File: src/rtl/text_console_ctrl_pkg.sv
// Shared types and constants for the text console sequencer.
// Holds the FSM state enum, ASCII control codes and geometry defaults.
package pw_console_pkg;

    localparam int COLS_DEF = 40;
    localparam int ROWS_DEF = 25;

    localparam logic [7:0] ASC_LF    = 8'h0A;
    localparam logic [7:0] ASC_CR    = 8'h0D;
    localparam logic [7:0] ASC_BS    = 8'h08;
    localparam logic [7:0] ASC_FF    = 8'h0C;
    localparam logic [7:0] ASC_BLANK = 8'h20;

    typedef enum logic [2:0] {
        IDLE,
        PUT,
        CLR_LINE,
        CLR_ALL,
        BS_WR
    } state_e;

    function automatic logic is_print(input logic [7:0] c);
        return (c >= 8'h20) && (c <= 8'h7E);
    endfunction

endpackage

File: src/rtl/text_console_ctrl_if.sv
// Character stream valid/ready handshake into the console.
// The source drives ChValid/ChData and holds them until ChReady.
interface text_console_ctrl_if;

    logic       ChValid;
    logic [7:0] ChData;
    logic       ChReady;

    modport master (
        output ChValid,
        output ChData,
        input  ChReady
    );

    modport slave (
        input  ChValid,
        input  ChData,
        output ChReady
    );

endinterface

File: src/rtl/text_console_ctrl_cursor.sv
// Cursor column/row counters plus linear and row-base addresses.
// Addresses are stepped incrementally so no multiplier is needed.
module console_cursor
    import pw_console_pkg::*;
#(
    parameter  int COLS = COLS_DEF,
    parameter  int ROWS = ROWS_DEF,
    parameter  int AW   = 10,
    localparam int CW   = $clog2(COLS),
    localparam int RW   = $clog2(ROWS)
) (
    input  logic          Clk,
    input  logic          Reset,
    input  logic          home_i,
    input  logic          inc_i,
    input  logic          dec_i,
    input  logic          newline_i,
    input  logic          cr_i,
    output logic [CW-1:0] col_o,
    output logic [AW-1:0] adr_o,
    output logic [AW-1:0] base_o
);

    logic [CW-1:0] col_q;
    logic [RW-1:0] row_q;
    logic [AW-1:0] adr_q;
    logic [AW-1:0] base_q;
    logic          last_col;
    logic          last_row;
    logic [AW-1:0] base_d;

    assign last_col = (col_q == CW'(COLS - 1));
    assign last_row = (row_q == RW'(ROWS - 1));
    assign base_d   = last_row ? '0 : base_q + AW'(COLS);

    always_ff @(posedge Clk) begin
        if (Reset || home_i) begin
            col_q  <= '0;
            row_q  <= '0;
            adr_q  <= '0;
            base_q <= '0;
        end else if (newline_i || (inc_i && last_col)) begin
            col_q  <= '0;
            row_q  <= last_row ? '0 : row_q + RW'(1);
            adr_q  <= base_d;
            base_q <= base_d;
        end else if (inc_i) begin
            col_q <= col_q + CW'(1);
            adr_q <= adr_q + AW'(1);
        end else if (dec_i) begin
            col_q <= col_q - CW'(1);
            adr_q <= adr_q - AW'(1);
        end else if (cr_i) begin
            col_q <= '0;
            adr_q <= base_q;
        end
    end

    assign col_o  = col_q;
    assign adr_o  = adr_q;
    assign base_o = base_q;

endmodule

File: src/rtl/text_console_ctrl.sv
// Terminal sequencer: decodes a byte stream into text-memory writes.
// CPU writes own the shared port; console writes stall until it is free.
module text_console_ctrl
    import pw_console_pkg::*;
#(
    parameter int         COLS  = COLS_DEF,
    parameter int         ROWS  = ROWS_DEF,
    parameter int         AW    = 10,
    parameter logic [7:0] BLANK = ASC_BLANK
) (
    input  logic                Clk,
    input  logic                Reset,
    text_console_ctrl_if.slave  ch,
    input  logic                CpuWrt,
    input  logic [AW-1:0]       CpuAdr,
    input  logic [7:0]          CpuData,
    output logic                TxtWrt,
    output logic [AW-1:0]       TxtAdr,
    output logic [7:0]          TxtData,
    output logic [AW-1:0]       CursorAdr,
    output logic                Busy
);

    localparam int CW    = $clog2(COLS);
    localparam int NCELL = COLS * ROWS;

    state_e        state_q;
    logic [AW-1:0] sweep_q;
    logic [7:0]    char_q;

    logic          accept;
    logic          con_wr;
    logic          advance;
    logic          sweep_last;
    logic [AW-1:0] con_adr;
    logic [7:0]    con_data;
    logic [CW-1:0] cur_col;
    logic [AW-1:0] cur_adr;
    logic [AW-1:0] cur_base;
    logic          col_nz;
    logic          col_last;

    assign ch.ChReady = (state_q == IDLE) && !Reset;
    assign Busy       = (state_q != IDLE) || Reset;
    assign accept     = ch.ChValid && ch.ChReady;
    assign con_wr     = (state_q != IDLE);
    assign advance    = con_wr && !CpuWrt && !Reset;
    assign col_nz     = |cur_col;
    assign col_last   = (cur_col == CW'(COLS - 1));

    assign sweep_last = (state_q == CLR_ALL)
                      ? (sweep_q == AW'(NCELL - 1))
                      : (sweep_q == AW'(COLS - 1));

    always_comb begin
        con_adr  = cur_adr;
        con_data = BLANK;
        unique case (state_q)
            PUT:      con_data = char_q;
            CLR_LINE: con_adr  = cur_base + sweep_q;
            CLR_ALL:  con_adr  = sweep_q;
            default:  ;
        endcase
    end

    // CPU strobe wins the port; a pending console write simply waits
    assign TxtWrt  = !Reset && (CpuWrt || con_wr);
    assign TxtAdr  = CpuWrt ? CpuAdr  : con_adr;
    assign TxtData = CpuWrt ? CpuData : con_data;

    console_cursor #(
        .COLS (COLS),
        .ROWS (ROWS),
        .AW   (AW)
    ) u_cursor (
        .Clk       (Clk),
        .Reset     (Reset),
        .home_i    (advance && (state_q == CLR_ALL) && sweep_last),
        .inc_i     (advance && (state_q == PUT)),
        .dec_i     (accept && (ch.ChData == ASC_BS) && col_nz),
        .newline_i (accept && (ch.ChData == ASC_LF)),
        .cr_i      (accept && (ch.ChData == ASC_CR)),
        .col_o     (cur_col),
        .adr_o     (cur_adr),
        .base_o    (cur_base)
    );

    assign CursorAdr = cur_adr;

    always_ff @(posedge Clk) begin
        if (Reset) begin
            state_q <= CLR_ALL;
            sweep_q <= '0;
            char_q  <= '0;
        end else begin
            unique case (state_q)
                IDLE: begin
                    if (accept) begin
                        char_q  <= ch.ChData;
                        sweep_q <= '0;
                        unique case (1'b1)
                            is_print(ch.ChData):
                                state_q <= PUT;
                            (ch.ChData == ASC_LF):
                                state_q <= CLR_LINE;
                            (ch.ChData == ASC_BS) && col_nz:
                                state_q <= BS_WR;
                            (ch.ChData == ASC_FF):
                                state_q <= CLR_ALL;
                            default: ;
                        endcase
                    end
                end
                PUT: begin
                    if (advance) begin
                        state_q <= col_last ? CLR_LINE : IDLE;
                    end
                end
                CLR_LINE, CLR_ALL: begin
                    if (advance) begin
                        if (sweep_last) begin
                            state_q <= IDLE;
                            sweep_q <= '0;
                        end else begin
                            sweep_q <= sweep_q + AW'(1);
                        end
                    end
                end
                BS_WR: begin
                    if (advance) begin
                        state_q <= IDLE;
                    end
                end
                default: state_q <= IDLE;
            endcase
        end
    end

endmodule

File: src/flat_wrapper.sv
// flat-port wrapper written by rule: the top's interface ports become plain ports
module text_console_ctrl_flat import pw_console_pkg::*;
#(
    parameter int         COLS  = COLS_DEF,
    parameter int         ROWS  = ROWS_DEF,
    parameter int         AW    = 10,
    parameter logic [7:0] BLANK = ASC_BLANK
)
  (Clk, Reset, CpuWrt, CpuAdr, CpuData, TxtWrt, TxtAdr, TxtData, CursorAdr, Busy, ch_ChValid, ch_ChData, ch_ChReady);
  text_console_ctrl_if ch_i ();
  input  logic Clk;
  input  logic Reset;
  input  logic CpuWrt;
  input  logic [AW-1:0] CpuAdr;
  input  logic [7:0] CpuData;
  output logic TxtWrt;
  output logic [AW-1:0] TxtAdr;
  output logic [7:0] TxtData;
  output logic [AW-1:0] CursorAdr;
  output logic Busy;
  input wire logic [$bits(ch_i.ChValid)-1:0] ch_ChValid;
  input wire logic [$bits(ch_i.ChData)-1:0] ch_ChData;
  output wire logic [$bits(ch_i.ChReady)-1:0] ch_ChReady;
  assign ch_i.ChValid = ch_ChValid;
  assign ch_i.ChData = ch_ChData;
  assign ch_ChReady = ch_i.ChReady;
  text_console_ctrl #(.COLS(COLS), .ROWS(ROWS), .AW(AW), .BLANK(BLANK)) u_core (.Clk(Clk), .Reset(Reset), .ch(ch_i), .CpuWrt(CpuWrt), .CpuAdr(CpuAdr), .CpuData(CpuData), .TxtWrt(TxtWrt), .TxtAdr(TxtAdr), .TxtData(TxtData), .CursorAdr(CursorAdr), .Busy(Busy));
endmodule
File: config.mk
export PLATFORM = sky130hd
export DESIGN_NAME = text_console_ctrl_flat
export DESIGN_NICKNAME = d
export VERILOG_FILES = /design/src/rtl/text_console_ctrl_pkg.sv /design/src/rtl/text_console_ctrl_if.sv /design/src/rtl/text_console_ctrl_cursor.sv /design/src/rtl/text_console_ctrl.sv /design/src/flat_wrapper.sv
export SDC_FILE = /design/constraint.sdc
export NUM_CORES = 1
export LEC_CHECK = 0
export BUFFER_PORTS_ARGS = -buffer_cell sky130_fd_sc_hd__buf_2
export CAP_MARGIN = 40
export CORE_AREA = 2 2 90 92
export DETAILED_ROUTE_END_ITERATION = 10
export DIE_AREA = 0 0 92 94
export GPL_TIMING_DRIVEN = 0
export PLACE_DENSITY = 0.76
export SLEW_MARGIN = 20
export SYNTH_ARGS = -nofsm -noshare
export SYNTH_HDL_FRONTEND = slang
export SYNTH_HIERARCHICAL = 1
export SYNTH_SLANG_ARGS = --single-unit
File: constraint.sdc
create_clock -name Clk -period 3.35 [get_ports Clk]
set_input_delay 0.335 -clock Clk [delete_from_list [all_inputs] [get_ports Clk]]
set_output_delay 0.335 -clock Clk [all_outputs]
set_load 0.05 [all_outputs]
# Word level (Yosys, flattened, before mapping)
# Cells that the tools add are included.
# op_classes
addsub	8
order_cmp	2
eq_ne	18
n_mux	26
reduce_logical	32
# ops
op	n
two-way mux 10 bit	9
one-hot mux 10 bit (2 select lines)	2
== test 8 x 4 -> 1 bit, second input constant	4
one-hot mux 3 bit (4 select lines)	2
adder 10 x 1 -> 10 bit, second input constant	2
two-way mux 6 bit	3
two-way mux 8 bit	2
logical AND 1 bit	15
two-way mux 3 bit	5
adder 10 bit	1
adder 10 x 6 -> 10 bit, second input constant	1
== test 10 bit, second input constant	1
== test 10 x 6 -> 1 bit, second input constant	1
inequality test 2 x 1 -> 1 bit, second input constant	5
subtractor 10 x 1 -> 10 bit, second input constant	1
greater-or-equal comparator 8 x 6 -> 1 bit, second input constant	1
<= comparator 8 x 7 -> 1 bit, second input constant	1
adder 6 x 1 -> 6 bit, second input constant	1
== test 3 x 2 -> 1 bit, second input constant	2
== test 6 bit, second input constant	1
AND reduction 6 bit	1
nonzero test 3 bit	2
OR reduction 6 bit	1
subtractor 6 x 1 -> 6 bit, second input constant	1
16 further kinds	21
# totals
regBits	52
inputBits	30
out_inout_bits	31
elab_cells	93

# Depth between registers and ports, before layout
# Gate-level depths: netlist (run 1).
# depth
depth_word	8
mapped_depth	15
ltp_nobuf	12

# Modules after synthesis
# Netlist (run 1), hierarchy kept.
# by_module_without_submodules
module	n_inst	cells_per_inst	area_per_inst_um2	seq_area_each_um2
console_cursor	1	267	2088.3	620.6
text_console_ctrl	1	286	2048.2	420.4

# Worst setup path after synthesis (run 1)
# OpenSTA, ideal clock, no wires.
# synth_path
kind	reg-to-output
startpoint	register u_core.sweep_q[4]
endpoint	output port TxtAdr[7]
arrival_ns	3.033
required_ns	3.015
slack_ns	-0.018
path_stages_with_launch	7
path_buffers	0
path_cell_list	dfxtp_1 ha_1 and3_1 a22oi_1 o21ai_0 xnor2_1 o41ai_1
# synth_between
elab_chain_cells	3
# synth_rtl
item	line_no	rtl
start: declaration	text_console_ctrl.sv:28	logic [AW-1:0] sweep_q;
start signal: assignment	text_console_ctrl.sv:125	sweep_q <= sweep_q + AW'(1);
adder 10 bit	text_console_ctrl.sv:60	CLR_LINE: con_adr = cur_base + sweep_q;
one-hot mux 10 bit (2 select lines)	text_console_ctrl.sv:58	unique case (state_q)
two-way mux 10 bit	text_console_ctrl.sv:68	assign TxtAdr = CpuWrt ? CpuAdr : con_adr;
end: declaration	flat_wrapper.sv:17	output logic [AW-1:0] TxtAdr;
# No other way between the ends.

# Final worst setup path (run 1)
# layout_path
startpoint	register u_core.state_q[2]
endpoint	register u_core.u_cursor.adr_q[2], in the netlist u_core/u_cursor/adr_o[2]
# layout_between
elab_chain_cells	8
word_cells_on_any_way	23
cone_classes	eq/ne: 2; mux: 4; reduce/logical: 17
# layout_rtl
item	line_no	rtl
start: declaration	text_console_ctrl.sv:27	state_e state_q;
start signal: assignment	text_console_ctrl.sv:116	state_q <= col_last ? CLR_LINE : IDLE;
zero test 3 bit	text_console_ctrl.sv:43	assign ch.ChReady = (state_q == IDLE) && !Reset;
logical AND 1 bit	text_console_ctrl.sv:43	
logical AND 1 bit	text_console_ctrl.sv:45	assign accept = ch.ChValid && ch.ChReady;
logical AND 1 bit (2 in series)	text_console_ctrl.sv:80	.dec_i (accept && (ch.ChData == ASC_BS) && col_nz),
two-way mux 10 bit	text_console_ctrl_cursor.sv:50	end else if (dec_i) begin
two-way mux 10 bit	text_console_ctrl_cursor.sv:47	end else if (inc_i) begin
two-way mux 10 bit	text_console_ctrl_cursor.sv:42	end else if (newline_i || (inc_i && last_col)) begin
end signal: assignment	text_console_ctrl_cursor.sv:45	adr_q <= base_d;
end signal: assignment	text_console_ctrl_cursor.sv:49	adr_q <= adr_q + AW'(1);
end signal: assignment	text_console_ctrl_cursor.sv:52	adr_q <= adr_q - AW'(1);
end: declaration	text_console_ctrl_cursor.sv:26	logic [AW-1:0] adr_q;
# Several ways; a longest one is shown, not always the timed one.
# A chain may end at the register's enable or synchronous reset.

==> results of run 1 <==
[cells by family (layout without fill, tap and decap cells)]
family                     count (synthesis)  in the layout  synth area share [%]
xor gates and xnor gates                  30             30                  6.35
and+or+nand+nor                          223            223                  27.9
adders and majority gates                 22             22                  6.84
muxes                                      8              8                  1.97
AOI/OAI and AO/OA                        165            165                  26.0
DFF                                       52             52                  25.2
buffers and inverters                     53            116                  5.69
[flip-flops by register name, indices dropped and copies added, names as in the netlist]
name and count:
u_core/sweep_q 10, u_core/u_cursor/col_o 6, u_core/char_q 8, u_core/state_q 3, u_core/u_cursor/row_q 5, u_core/u_cursor/adr_o 10
u_core/u_cursor/base_o 10
[per-layer routing]
metal / vias to the layer above / global-route usage, % / wire, um
met5: - / 0 / 0
met1: 2093 / 37.0 / 5280
met4: 0 / 10.4 / 236
li1: 2144 / - / -
met3: 19 / 2.97 / 729
met2: 162 / 44.9 / 5480
[per-stage QoR]
stage	cells	hold slack [ns]	total power, W	TNS, ns
after floorplan	553	0.435	0.000774	0
after global placement	713	0.453	0.000827	-0.970
after detailed placement	713	0.455	0.000828	-2.01
after CTS	719	0.239	0.00126	0
after global routing	718	0.256	0.00130	0
final	718	0.254	0.00125	0
[worst min-delay path, stage by stage]
cell and delay [ns]:
buf_2 0.10, nand2_1 0.04, o21ai_0 0.06
[layout by cell type (no fill, tap or decap), types with 5 or more instances in the layout]
master,Yosys,final
o22ai_1,5,5
a22o_1,7,7
nand3_1,10,10
o211ai_1,5,5
ha_1,21,21
inv_1,17,17
nor3_1,18,16
mux2i_1,7,7
xnor2_1,17,17
nand2_1,57,57
nor2b_1,11,11
nand2b_1,13,13
clkbuf_1,19,17
a22oi_1,5,5
nor2_1,58,58
and2_1,8,8
buf_2,10,68
a211oi_1,7,7
nand4_1,11,11
a21o_1,10,10
xor2_1,13,13
o21ai_0,41,41
clkbuf_8,0,5
a21oi_1,38,38
a31oi_1,7,7
dfxtp_1,52,52
[final cells by class]
type | count | area [um^2] | share of cell area (%)
plain buffers | 33 | 161 | 3.45
clock buffers | 6 | 72.6 | 1.55
clock inverters | 2 | 35.0 | 0.750
inverters | 17 | 63.8 | 1.37
multi-input cells | 448 | 2880 | 61.6
flip-flops and latches | 52 | 1040 | 22.3
well taps | 102 | 128 | 2.73
repair buffers | 58 | 290 | 6.21
[worst paths after layout]
check / end / slack [ns] / cells past startpoint
worst min-delay path: u_core/char_q[4] / 0.25 / 3
worst max register to register: u_core/u_cursor/adr_o[2] / 0.20 / 12
worst min register to register: u_core/char_q[1] / 0.47 / 2
worst max-delay path: u_core/u_cursor/adr_o[2] / 0.20 / 12
[repair_timing]
action / CTS / global route
buffers inserted: 0 / 0
setup endpoints to repair: 12 / 20
resized for setup: 1 / 3
hold buffers: 0 / 0
[report_power, final]
| group | switching [W] | internal (W) |
|---|---|---|
| registers | 0.00000695 | 0.000621 |
| logic | 0.000126 | 0.0000627 |
| clock network | 0.000213 | 0.000222 |
| total | 0.000346 | 0.000906 |
==> results.md, run 1 <==
* Status: finished clean
* Area leader, netlist: dfxtp_1
* Clk root buf: clkbuf_8
* Dpl cell area at 0.00456 mm^2
* Avg WL per Cell at approximately 16 um
* Max transition margin at a little under half
* GRT Overall Usage at 27.3%
* Startpoint Class: flop
* Clk slew on worst S/H paths at 0.10 ns
* CTS buffer count at 5
* VDD IR max at 0.140 mV
* Leak pwr at 1.89 nW
* Antenna viol nets, final at 0
* Cell family with most CP delay: simple AND/OR/NAND/NOR gates
* Max Freq at 0.317 GHz
* Count leader, synth: nor2_1
* FFs w/ async S/R, synth at 0%
* Sequential area share after synthesis at 25.2%
* Fin crit share at 94.1%
* Syn Nets at 605
* TritonCTS Sinks at 52
* Flops & latches, synth at 52
* Max-slew violation count at 0
* GPL Wtd Cong at 0.968
* RSZ-0062 raised after global routing: false
* Number of max-cap violations at 0
* Critical path required time at between 3 and 4 ns
* Share of layout cells above drive strength 1 at 16.4%
* Maximum fanout along the worst path at 10
* WS Path Type: flop to flop
* Fin util at just over 60%
* Largest net degree at the start of global routing at 19
* Power Density at 268 mW/mm^2
* Top post-synthesis cells by area: dfxtp_1, ha_1, nor2_1
* CTS tree: done
* Ys Warns at 6
* NumNets Final at 667
* Number of vias in the routed layout at 4418
* Post-layout min period at 3.15 ns
* Ports at 61
* Critical Path Max Stage Delay at 0.52 ns
* H-tree levels at 2
* First-pass GRT wire length at 19200 um
* Hold path start: ch_ChData[4]
* Worst min path class: primary input to flop
* Place WS at -0.338 ns
* Number of synthesized flops with an enable pin at 0
* Total die area at 0.00865 mm^2
* ANT cells at 0
* Final worst slack at ~0.20 ns
* Most frequent cells after synthesis: nor2_1, nand2_1, dfxtp_1
* Num rows at 32
* CP startpoint: u_core/state_q[2]
* Post-synthesis cell type count at 69
* Final Hold Viols at 0
* CP Cell Sequence: nor2b_1 > clkbuf_2 > and2_1 > ha_1 > nand4b_1 > nor3_2 > nand2_1 > nor3_2 > nor2_1 > nand2_1 > a221o_1 > o22ai_1
* Buf+Inv Stages, Crit Path at 1
* Mapped Area at a little over 0.004 mm^2
* Slew @ Worst Pin at 0.788 ns
* Crit path capture type: flop
* Post-Syn Instances at 553
* Layout Area Growth over Synthesis at 12.9%
* Initial Utilization at 54.4%
* Avg Synthesized Cell Area at around 7.5 um^2
* Dpl hpwl at 8860 um
* PortBufs at 58
* Chip height at 94 um
* DRT Pass-1 Iters at 4
* Clk_skew at 0.00967 ns
* Drt drc at 0
* Reg2reg start: u_core/state_q[2]
* Grt ovf at 0
* Vias in the first global route at 3942
* Core Box Area at 0.00761 mm^2
* Yosys top cell area share at between 20 and 30%
* Skew-Pair Late Insertion Delay at between 0.3 and 0.4 ns
* Initial antenna violation count at 0
* Final setup viols at 0
* Clock Path Buffers at 2
* Drt first-iter violations at ~180
* Arr. time, crit path at around 3.4 ns
* Post-synth top flop: dfxtp_1
* Fin area at 0.00467 mm^2
* DR vias/cell at 6.15
* Die width at just over 90 um
* FILL cells at about 740
* Routed wire length at roughly 12000 um
* Critical path's slowest cell: dfxtp_1
Note: power is estimated with default switching activity, not from simulation.
==> inputs of run 2 (changes only) <==
--- a/config.mk
+++ b/config.mk
@@ -7,11 +7,11 @@
 export LEC_CHECK = 0
 export BUFFER_PORTS_ARGS = -buffer_cell sky130_fd_sc_hd__buf_2
 export CAP_MARGIN = 40
-export CORE_AREA = 2 2 90 92
+export CORE_AREA = 2 2 94 96
 export DETAILED_ROUTE_END_ITERATION = 10
-export DIE_AREA = 0 0 92 94
+export DIE_AREA = 0 0 96 98
 export GPL_TIMING_DRIVEN = 0
-export PLACE_DENSITY = 0.76
+export PLACE_DENSITY = 0.71
 export SLEW_MARGIN = 20
 export SYNTH_ARGS = -nofsm -noshare
 export SYNTH_HDL_FRONTEND = slang
==> results.md, run 2 (same netlist as run 1, synthesis figures left out) <==
* Status: finished clean
* Initial Utilization at 48.9% (-5.5 points)
* Drt drc at 0 (unchanged)
* Crit path capture type: flop
* Grt ovf at 0 (unchanged)
* Max Freq at 0.320 GHz (+0.95%)
* Clk root buf: clkbuf_8
* Initial antenna violation count at 0 (unchanged)
* CP startpoint: u_core/state_q[0]
* Drt first-iter violations at 290 (+63%)
* Clk pwr share at 32.4% (-2.4 points)
* Hold path start: ch_ChData[0]
* Flop pwr share at 51.9% (+1.7 points)
* Fin crit share at 93.2% (-0.88 points)
* Avg WL per Cell at 16.6 um (+1.9%)
* Switching portion of total power at 29.7% (+2.1 points)
* Largest net degree at the start of global routing at 17 (-2)
* Power Density at 259 mW/mm^2 (-3.5%)
* NumNets Final at 670 (+0.45%)
* Layout Area Growth over Synthesis at 13.4%
* Total die area at 0.00941 mm^2 (+8.8%)
* Number of max-cap violations at 0 (unchanged)
* Final Hold Viols at 0 (unchanged)
* GRT Overall Usage at 25.4% (-1.9 points)
* Max-slew violation count at 0 (unchanged)
* Num rows at 34 (+6.3%)
* Comb power frac at 15.7% (+0.7 points)
* Antenna viol nets, final at 0 (unchanged)
* FILL cells at 809 (+9.6%)
* First-pass GRT wire length at 19100 um (-0.29%)
* Dpl hpwl at 9040 um (+2.0%)
* Leak pwr at 1.90 nW (+0.23%)
* Clock Path Buffers at 2 (unchanged)
* Cell family with most CP delay: simple AND/OR/NAND/NOR gates
* Max transition margin at 47.0% (-0.30 points)
* Placed insts at 719 (+0.84%)
* Reg2reg start: u_core/state_q[0]
* Final setup viols at 0 (unchanged)
* CTS tree: done
* Routed wire length at 12100 um (+3.2%)
* H-tree levels at 2 (unchanged)
* Maximum fanout along the worst path at 10 (unchanged)
* Ports at 61 (unchanged)
* Pint at 0.000852 W (-6.0%)
* Share of layout cells above drive strength 1 at 17.3% (+0.89 points)
* CP Cell Sequence: buf_2 > clkbuf_2 > and2_1 > ha_1 > nand4b_1 > nor3_2 > nand2_1 > nor3_1 > nor2_1 > nand2_1 > a221o_1 > o22ai_1
* GPL Wtd Cong at 0.932 (-3.7%)
* Post-layout min period at 3.12 ns (-0.0296 ns)
* Slew @ Worst Pin at 0.788 ns (+0.0000350 ns)
* Worst min path class: primary input to flop
* Die width at 96 um (+4.3%)
* Most common cell after layout, fill and taps aside: buf_2
* Total negative slack at 0 ns (unchanged)
* Core Box Area at 0.00847 mm^2 (+11%)
* VDD IR max at 0.176 mV (+26%)
* Psw at 0.000361 W (+4.3%)
* Fin util at 55.4% (-6.0 points)
* Skew-Pair Late Insertion Delay at 0.32 ns (about the same)
* Clk_skew at 0.00945 ns (-0.000227 ns)
* Arr. time, crit path at 3.36 ns (-0.03 ns)
* DR vias/cell at 6.09 (-0.97%)
* Critical path required time at 3.59 ns (about the same)
* DRT Pass-1 Iters at 5 (+1)
* Critical Path Max Stage Delay at 0.55 ns (+0.03 ns)
* Pwr Total at 0.00121 W (-3.1%)
* Chip height at 98 um (+4.3%)
* Buf+Inv Stages, Crit Path at 2 (+1)
* Number of vias in the routed layout at 4430 (+0.27%)
* Clk slew on worst S/H paths at 0.10 ns (about the same)
* Dpl cell area at 0.00457 mm^2 (+0.16%)
* CTS buffer count at 5 (unchanged)
* Fin area at 0.00469 mm^2 (+0.38%)
* PortBufs at 58 (unchanged)
* Vias in the first global route at 3949 (+0.18%)
* ANT cells at 0 (unchanged)
* Cell mode on critical path: nand2_1
* Critical path's slowest cell: nor2_1
* Startpoint Class: flop
* Most frequent cells in the layout: buf_2, nor2_1, nand2_1
* RSZ-0062 raised after global routing: false
* Fin cells at 727 (+1.3%)
* TritonCTS Sinks at 52 (unchanged)
* WS Path Type: flop to flop
## run 2: cell types whose count changed in the layout (fill, tap and decap cells not counted), moves of 2 or more
cell	change
clkbuf_1	-2
clkbuf_2	+2
clkbuf_4	+2
clkinvlp_4	+2
## run 2: worst paths after layout
path,endpoint,slack [ns],depth (start not counted)
worst max register to register,u_core/u_cursor/adr_o[2],0.23,12
worst min-delay path,u_core/char_q[0],0.25,3
worst min register to register,u_core/char_q[1],0.47,2
worst max-delay path,u_core/u_cursor/adr_o[2],0.23,12
## run 2: repair_timing
item,in CTS,in global routing
pin swaps,0,0
buffers inserted,0,0
resized for setup,1,8
hold buffers,0,0
endpoints found under the setup margin,12,22
## run 2: power groups by stage
stage | Sequential (W) | Combinational [W] | Clock (W)
floorplan | 0.000647 | 0.000127 | 0
global placement | 0.000643 | 0.000185 | 0
detailed placement | 0.000643 | 0.000188 | 0
CTS | 0.000629 | 0.000188 | 0.000405
global route | 0.000630 | 0.000204 | 0.000420
finish | 0.000629 | 0.000191 | 0.000393
## run 2: final cells by class
| type | count | area, um^2 | share of cell area (%) |
|---|---|---|---|
| multi-input cells | 448 | 2880 | 61.4 |
| flip-flops and latches | 52 | 1040 | 22.2 |
| clock buffers | 6 | 82.6 | 1.76 |
| plain buffers | 34 | 168 | 3.58 |
| repair buffers | 60 | 305 | 6.51 |
| inverters | 17 | 63.8 | 1.36 |
| clock inverters | 2 | 15.0 | 0.320 |
| well taps | 108 | 135 | 2.88 |
## run 2: per-layer routing
layer | track usage (%) | share of wire (%) | vias up
li1 | - | - | 2138
met5 | 0 | 0 | -
met4 | 8.13 | 1.8 | 0
met2 | 40.8 | 46 | 195
met3 | 2.85 | 7.3 | 25
met1 | 35.2 | 45 | 2072
## run 2: worst reg2reg max path: stages (launching register included)
cell and delay, ns:
dfxtp_1 0.30, buf_2 0.16, clkbuf_2 0.22, and2_1 0.24, ha_1 0.28, nand4b_1 0.12
nor3_2 0.08, nand2_1 0.06, nor3_1 0.06, nor2_1 0.55, nand2_1 0.47, a221o_1 0.38
o22ai_1 0.12
## run 2: stage by stage
| stage | hold slack, ns | worst slack [ns] |
|---|---|---|
| 6_report | 0.249 | 0.227 |
| 5_1_grt | 0.264 | 0.0197 |
| 4_1_cts | 0.243 | 0.0646 |
| 3_5_place_dp | 0.457 | -0.307 |
| 3_3_place_gp | 0.454 | -0.254 |
| 2_1_floorplan | 0.435 | 0.166 |
